`src/rtl/apb_soc_timer.sv`:
```
// APB timer slave: 64-bit free-running counter with an 8-bit prescaler,
// one 64-bit compare with optional periodic advance, and a level interrupt.
module apb_soc_timer #(
  parameter int unsigned ADDR_WIDTH = 32,
  parameter int unsigned DATA_WIDTH = 32
) (
  input  logic                  clk_i,
  input  logic                  rst_i,
  input  logic [ADDR_WIDTH-1:0] paddr_i,
  input  logic [DATA_WIDTH-1:0] pwdata_i,
  input  logic                  pwrite_i,
  input  logic                  psel_i,
  input  logic                  penable_i,
  output logic [DATA_WIDTH-1:0] prdata_o,
  output logic                  pready_o,
  output logic                  pslverr_o,
  output logic                  irq_o
);

  if (DATA_WIDTH != 32) begin : g_bad_data_width
    $error("apb_soc_timer: DATA_WIDTH must be 32");
  end
  if (ADDR_WIDTH < 13) begin : g_bad_addr_width
    $error("apb_soc_timer: ADDR_WIDTH must be at least 13");
  end

  localparam logic [2:0] RegCtrl    = 3'd0;
  localparam logic [2:0] RegStatus  = 3'd1;
  localparam logic [2:0] RegCountLo = 3'd2;
  localparam logic [2:0] RegCountHi = 3'd3;
  localparam logic [2:0] RegCmpLo   = 3'd4;
  localparam logic [2:0] RegCmpHi   = 3'd5;
  localparam logic [2:0] RegPeriod  = 3'd6;

  logic        r_en;
  logic        r_irq_en;
  logic        r_periodic;
  logic [7:0]  r_prescale;
  logic [7:0]  r_pre_cnt;
  logic        r_pending;
  logic [63:0] r_count;
  logic [63:0] r_cmp;
  logic [31:0] r_period;
  logic [31:0] r_hi_shadow;

  logic        w_access;
  logic        w_mapped;
  logic [2:0]  w_idx;
  logic        w_wr;
  logic        w_rd;
  logic        w_wr_ctrl;
  logic        w_wr_status;
  logic        w_wr_count_lo;
  logic        w_wr_count_hi;
  logic        w_wr_cmp_lo;
  logic        w_wr_cmp_hi;
  logic        w_wr_period;
  logic        w_rd_count_lo;
  logic        w_count_wr;
  logic        w_tick;
  logic        w_match;
  logic [63:0] w_count_inc;
  logic [63:0] w_cmp_reload;
  logic [31:0] w_rdata;
  logic        w_unused_addr;

  // Only the low 12 address bits select a register within the 4 KiB window.
  assign w_unused_addr = ^paddr_i[ADDR_WIDTH-1:12];

  assign w_access = psel_i & penable_i;
  assign w_idx    = paddr_i[4:2];
  assign w_mapped = (paddr_i[1:0] == 2'b00) && (paddr_i[11:5] == 7'd0) && (w_idx != 3'd7);
  assign w_wr     = w_access & pwrite_i & w_mapped;
  assign w_rd     = w_access & ~pwrite_i & w_mapped;

  assign w_wr_ctrl     = w_wr && (w_idx == RegCtrl);
  assign w_wr_status   = w_wr && (w_idx == RegStatus);
  assign w_wr_count_lo = w_wr && (w_idx == RegCountLo);
  assign w_wr_count_hi = w_wr && (w_idx == RegCountHi);
  assign w_wr_cmp_lo   = w_wr && (w_idx == RegCmpLo);
  assign w_wr_cmp_hi   = w_wr && (w_idx == RegCmpHi);
  assign w_wr_period   = w_wr && (w_idx == RegPeriod);
  assign w_rd_count_lo = w_rd && (w_idx == RegCountLo);
  assign w_count_wr    = w_wr_count_lo | w_wr_count_hi;

  assign w_tick       = r_en && (r_pre_cnt == r_prescale);
  assign w_count_inc  = r_count + 64'd1;
  // A software count write suppresses both the increment and the compare.
  assign w_match      = w_tick && !w_count_wr && (w_count_inc == r_cmp);
  assign w_cmp_reload = r_cmp + {32'd0, r_period};

  always_comb begin
    w_rdata = 32'd0;
    case (w_idx)
      RegCtrl:    w_rdata = {16'd0, r_prescale, 5'd0, r_periodic, r_irq_en, r_en};
      RegStatus:  w_rdata = {31'd0, r_pending};
      RegCountLo: w_rdata = r_count[31:0];
      RegCountHi: w_rdata = r_hi_shadow;
      RegCmpLo:   w_rdata = r_cmp[31:0];
      RegCmpHi:   w_rdata = r_cmp[63:32];
      RegPeriod:  w_rdata = r_period;
      default:    w_rdata = 32'd0;
    endcase
  end

  assign prdata_o  = (w_access && w_mapped) ? w_rdata : 32'd0;
  assign pready_o  = w_access;
  assign pslverr_o = w_access & ~w_mapped;
  assign irq_o     = r_pending & r_irq_en;

  always_ff @(posedge clk_i) begin
    if (rst_i) begin
      r_en        <= 1'b0;
      r_irq_en    <= 1'b0;
      r_periodic  <= 1'b0;
      r_prescale  <= 8'd0;
      r_pre_cnt   <= 8'd0;
      r_pending   <= 1'b0;
      r_count     <= 64'd0;
      r_cmp       <= 64'd0;
      r_period    <= 32'd0;
      r_hi_shadow <= 32'd0;
    end else begin
      if (w_wr_ctrl) begin
        r_en       <= pwdata_i[0];
        r_irq_en   <= pwdata_i[1];
        r_periodic <= pwdata_i[2];
        r_prescale <= pwdata_i[15:8];
        r_pre_cnt  <= 8'd0;
      end else if (r_en) begin
        r_pre_cnt <= w_tick ? 8'd0 : r_pre_cnt + 8'd1;
      end

      if (w_wr_count_lo) begin
        r_count[31:0] <= pwdata_i;
      end else if (w_wr_count_hi) begin
        r_count[63:32] <= pwdata_i;
      end else if (w_tick) begin
        r_count <= w_count_inc;
      end

      // A match sets pending even when software clears it in the same cycle.
      if (w_match) begin
        r_pending <= 1'b1;
      end else if (w_wr_status && pwdata_i[0]) begin
        r_pending <= 1'b0;
      end

      if (w_wr_cmp_lo) begin
        r_cmp[31:0] <= pwdata_i;
      end else if (w_wr_cmp_hi) begin
        r_cmp[63:32] <= pwdata_i;
      end else if (w_match && r_periodic) begin
        r_cmp <= w_cmp_reload;
      end

      if (w_wr_period) begin
        r_period <= pwdata_i;
      end

      // Snapshot the high word so a LO-then-HI read pair is atomic.
      if (w_rd_count_lo) begin
        r_hi_shadow <= r_count[63:32];
      end
    end
  end

endmodule
```
`config.mk`:
```
export PLATFORM = sky130hd
export DESIGN_NAME = apb_soc_timer
export DESIGN_NICKNAME = d
export VERILOG_FILES = /design/src/rtl/apb_soc_timer.sv
export SDC_FILE = /design/constraint.sdc
export NUM_CORES = 1
export LEC_CHECK = 0
export BUFFER_PORTS_ARGS = -buffer_cell sky130_fd_sc_hd__buf_2
export CORE_MARGIN = 5
export CORE_UTILIZATION = 60
export CTS_BUF_LIST = sky130_fd_sc_hd__clkbuf_8 sky130_fd_sc_hd__clkbuf_16
export CTS_CLUSTER_SIZE = 10
export DETAILED_ROUTE_END_ITERATION = 8
export MAX_ROUTING_LAYER = met4
export PLACE_DENSITY = 0.83
export SLEW_MARGIN = 20
export SYNTH_ARGS = -nofsm -noshare
export SYNTH_HDL_FRONTEND = slang
export SYNTH_SLANG_ARGS = --single-unit
```
`constraint.sdc`:
```
create_clock -name clk_i -period 4.79 [get_ports clk_i]
set_clock_uncertainty 0.15 [all_clocks]
set_input_delay 0.958 -clock clk_i [delete_from_list [all_inputs] [get_ports clk_i]]
set_output_delay 0.958 -clock clk_i [all_outputs]
set_load 0.02 [all_outputs]
```
==> impl_metrics.py <==
metrics = {
    "yosys": {
        "synthXorXnorAreaFrac": 0.0726,
        "synth.distinct_cells": 87,
        "yosys.area.top_type": "dfxtp_1",
        "synth_area_leaders": "dfxtp_1 26%, nand2_1 9.3%, a21oi_1 6.6%, xnor2_1 4.8%, clkbuf_1 4.0%",
        "synthMuxAreaShare": 0.0474,
        "synth_edf_count": 0,
        "synthArstFlopShare": 0,
        "synth-simple-area-share": 0.291,
        "synth_top_area_frac": 0.257,
        "synth_compound_area_frac": 0.247,
        "synth-main-ff-cell": "dfxtp_1",
        "ys_seq_area_frac": 0.257,
        "synth_nets": 2429,
        "yosys.area_share.adder": 0.0270,
        "syn_inst": 2325,
        "synth_top_family_by_area": "simple AND/OR/NAND/NOR gates",
        "synth-seq-cells": 212,
        "synth_area_mm2": 0.0165,
        "syn_area_per_cell_um2": 7.11,
        "yosysWarnings": 0,
    },
    "grt": {
        "antenna_found_initial": 2,
        "overflow": 0,
        "grt_max_degree": 82,
        "grt_pass1_wl_mm": 112,
        "first_global_vias": 18200,
        "globalRouteTotalUtil": 0.486,
    },
    "sta": {
        "period_share": 0.972,
        "max_freq_ghz": 0.215,
        "worst_pin_slew_ps": 1110,
        "hold_violations": 0,
        "setup_viol": 0,
        "slew_headroom": 0.256,
        "worst_slack_ps": 132,
        "finalCriticalPeriod_ps": 4660,
        "setup_tns_ps": 0,
        "drv_slew": 0,
        "grt_setup_unrepaired": "false",
    },
    "die": {
        "initial_core_util": 0.611,
        "boundaryPins": 104,
        "rows": 60,
        "dieArea_mm2": 0.0310,
        "die_height_um": 176,
        "core-area_mm2": 0.0270,
        "fp.dieW_um": 176,
    },
    "flow_run": {
        "max_cap_viol_count": 0,
    },
    "placed_design": {
        "dp_hpwl_mm": 57.1,
        "numPortBuffers": 83,
        "gp_congestion": 1.10,
        "pre_cts_slack_ps": 239,
    },
    "cells_and_area": {
        "final_common_cell": "nand2_1",
        "drive_above_1_share": 0.145,
        "num-nets-final": 2493,
        "fillers": 2270,
        "final_cell_mix": "409 x nand2_1, 216 x a21oi_1, 211 x dfxtp_1, 171 x nor2_1, 159 x buf_4",
        "area_growth_syn_to_layout_pct": 13.0,
    },
    "critical_path": {
        "cp.arrival_ps": 4930,
        "cp_num_buf_inv": 3,
        "critical-path-top-delay-family": "simple AND/OR/NAND/NOR gates",
        "slowest_delay_ps": 630,
        "worstSetupPathType": "flop to flop",
        "worstSetupStartpointType": "flop",
        "endpoint_kind": "flop",
        "ff2ff_setup_slack_ps": 130,
        "path_cells": "nand3_1, or3_1, buf_4, nor4_1, buf_4, nand2_1, xnor2_1, nand3_1, nand4b_1, or2_2, a21oi_4, buf_12, mux2i_1, nor2_1",
        "crit_path_top_delay_cell": "nor4_1",
        "required_ps": 5060,
        "crit_fanout": 29,
    },
    "power_and_ir_drop": {
        "power.leakage_nw": 6.70,
        "power_mw": 3.87,
        "peakVddDrop_mv": 0.301,
        "power_density_mw_per_mm2": 207,
    },
    "clock_tree": {
        "clockBufferDepth": 3,
        "cts.clk_slew.worst_paths_ps": 60,
        "cts_tree": "yes",
        "cts_made_buffers": 27,
        "clock_latency_ps": 570,
        "clock_sinks": 212,
        "htree_levels": 1,
        "root_buffer": "clkbuf_16",
    },
    "worst_hold_path": {
        "hp-class": "flop to flop",
    },
    "drt": {
        "drc": 0,
        "drt_first_pass_iters": 9,
        "postRouteAntennaNets": 0,
        "drt-initial-drc-count": 3608,
        "vias": 19900,
        "wire_per_inst_um": 28.0,
        "viasPerCell": 7.26,
        "wl_mm": 76.8,
    },
    "status": {
        "status": "finished clean",
    },
}
-- worst reg2reg max path, delay by kind of cell, from the launching register on --
kind / cells / cell delay, ps
buffers and inverters: 3 / 650
muxes: 1 / 260
and+or+nand+nor: 8 / 2550
DFF: 1 / 490
AOI/OAI and AO/OA: 1 / 240
xor gates and xnor gates: 1 / 190
-- worst paths after layout --
kind | from | to | depth (start not counted)
min reg2reg | r_hi_shadow[7]$_SDFFE_PP0P_ | r_hi_shadow[7]$_SDFFE_PP0P_ | 2
max | r_count[3]$_SDFFE_PP0P_ | r_cmp[9]$_SDFFE_PP0P_ | 14
min | r_hi_shadow[7]$_SDFFE_PP0P_ | r_hi_shadow[7]$_SDFFE_PP0P_ | 2
max reg2reg | r_count[3]$_SDFFE_PP0P_ | r_cmp[9]$_SDFFE_PP0P_ | 14
-- stage by stage --
step	util	instance area, um2	instances	hold WS, ps
final	0.691	18700	2746	301
after global routing	0.690	18700	2742	318
after CTS	0.690	18700	2741	301
after global placement	0.661	17900	2701	288
after floorplan	-	16500	2325	278
after detailed placement	0.661	17900	2701	293
-- layout make-up --
| cell class | instances | area [um2] | share of cell area |
|---|---|---|---|
| multi-input cells | 1871 | 11400 | 0.610 |
| flip-flops and latches | 212 | 4250 | 0.227 |
| repair buffers | 246 | 1700 | 0.0908 |
| clock buffers | 30 | 717 | 0.0384 |
| well taps | 341 | 427 | 0.0229 |
| inverters | 31 | 116 | 0.00623 |
| clock inverters | 10 | 62.6 | 0.00335 |
| diodes | 5 | 12.5 | 0.000670 |
-- logic make-up after synthesis --
logic type / count (synthesis)
flip-flops: 212
buffers and inverters: 242
XOR/XNOR: 137
multiplexers: 73
AO/OA/AOI/OAI: 638
adder cells (fa/ha/maj): 35
AND/OR/NAND/NOR: 988
-- registers in the layout, indices dropped and copies added, names as in the netlist --
| name | flops |
|---|---|
| r_cmp | 64 |
| r_count | 64 |
| r_en | 1 |
| r_hi_shadow | 32 |
| r_irq_en | 1 |
| r_pending | 1 |
| r_period | 32 |
| r_periodic | 1 |
| r_pre_cnt | 8 |
| r_prescale | 8 |
-- Yosys cell counts (10+ instances only) --
| library cell | n |
|---|---|
| nand2_1 | 409 |
| nand3_1 | 60 |
| buf_1 | 14 |
| ha_1 | 34 |
| nor4_1 | 42 |
| a22oi_1 | 42 |
| a21o_1 | 22 |
| clkbuf_1 | 178 |
| nand4_1 | 60 |
| a21oi_1 | 218 |
| nor2b_1 | 14 |
| and4_1 | 19 |
| nor3_1 | 50 |
| inv_1 | 30 |
| nor2_1 | 173 |
| o22ai_1 | 10 |
| a211oi_1 | 61 |
| o31ai_1 | 20 |
| and2_1 | 18 |
| nand2b_1 | 13 |
| and3_1 | 31 |
| xor2_1 | 46 |
| xnor2_1 | 91 |
| a221oi_1 | 26 |
| or4_1 | 23 |
| or3_1 | 22 |
| dfxtp_1 | 212 |
| o21ai_0 | 120 |
| a31oi_1 | 16 |
| buf_2 | 14 |
| mux2i_1 | 49 |
| mux2_2 | 22 |
-- metal layers --
layer / vias up / GRT usage / wire length [um] / share of wire
met5: - / - / 0 / 0
met4: 0 / 0.251 / 5390 / 0.070
met3: 383 / 0.180 / 12500 / 0.16
met2: 1607 / 0.695 / 31300 / 0.41
met1: 9341 / 0.600 / 27600 / 0.36
li1: 8595 / - / - / -
-- repair_timing --
item	CTS	global route
setup endpoints to repair	0	8
hold buffers	0	0
buffers inserted	0	0
gates resized for setup	0	2
-- power breakdown --
| group | internal (mW) | switching (mW) |
|---|---|---|
| Combinational | 0.0423 | 0.163 |
| Sequential | 1.76 | 0.0000475 |
| Clock | 1.06 | 0.842 |
(Power assumes the default switching activity.)
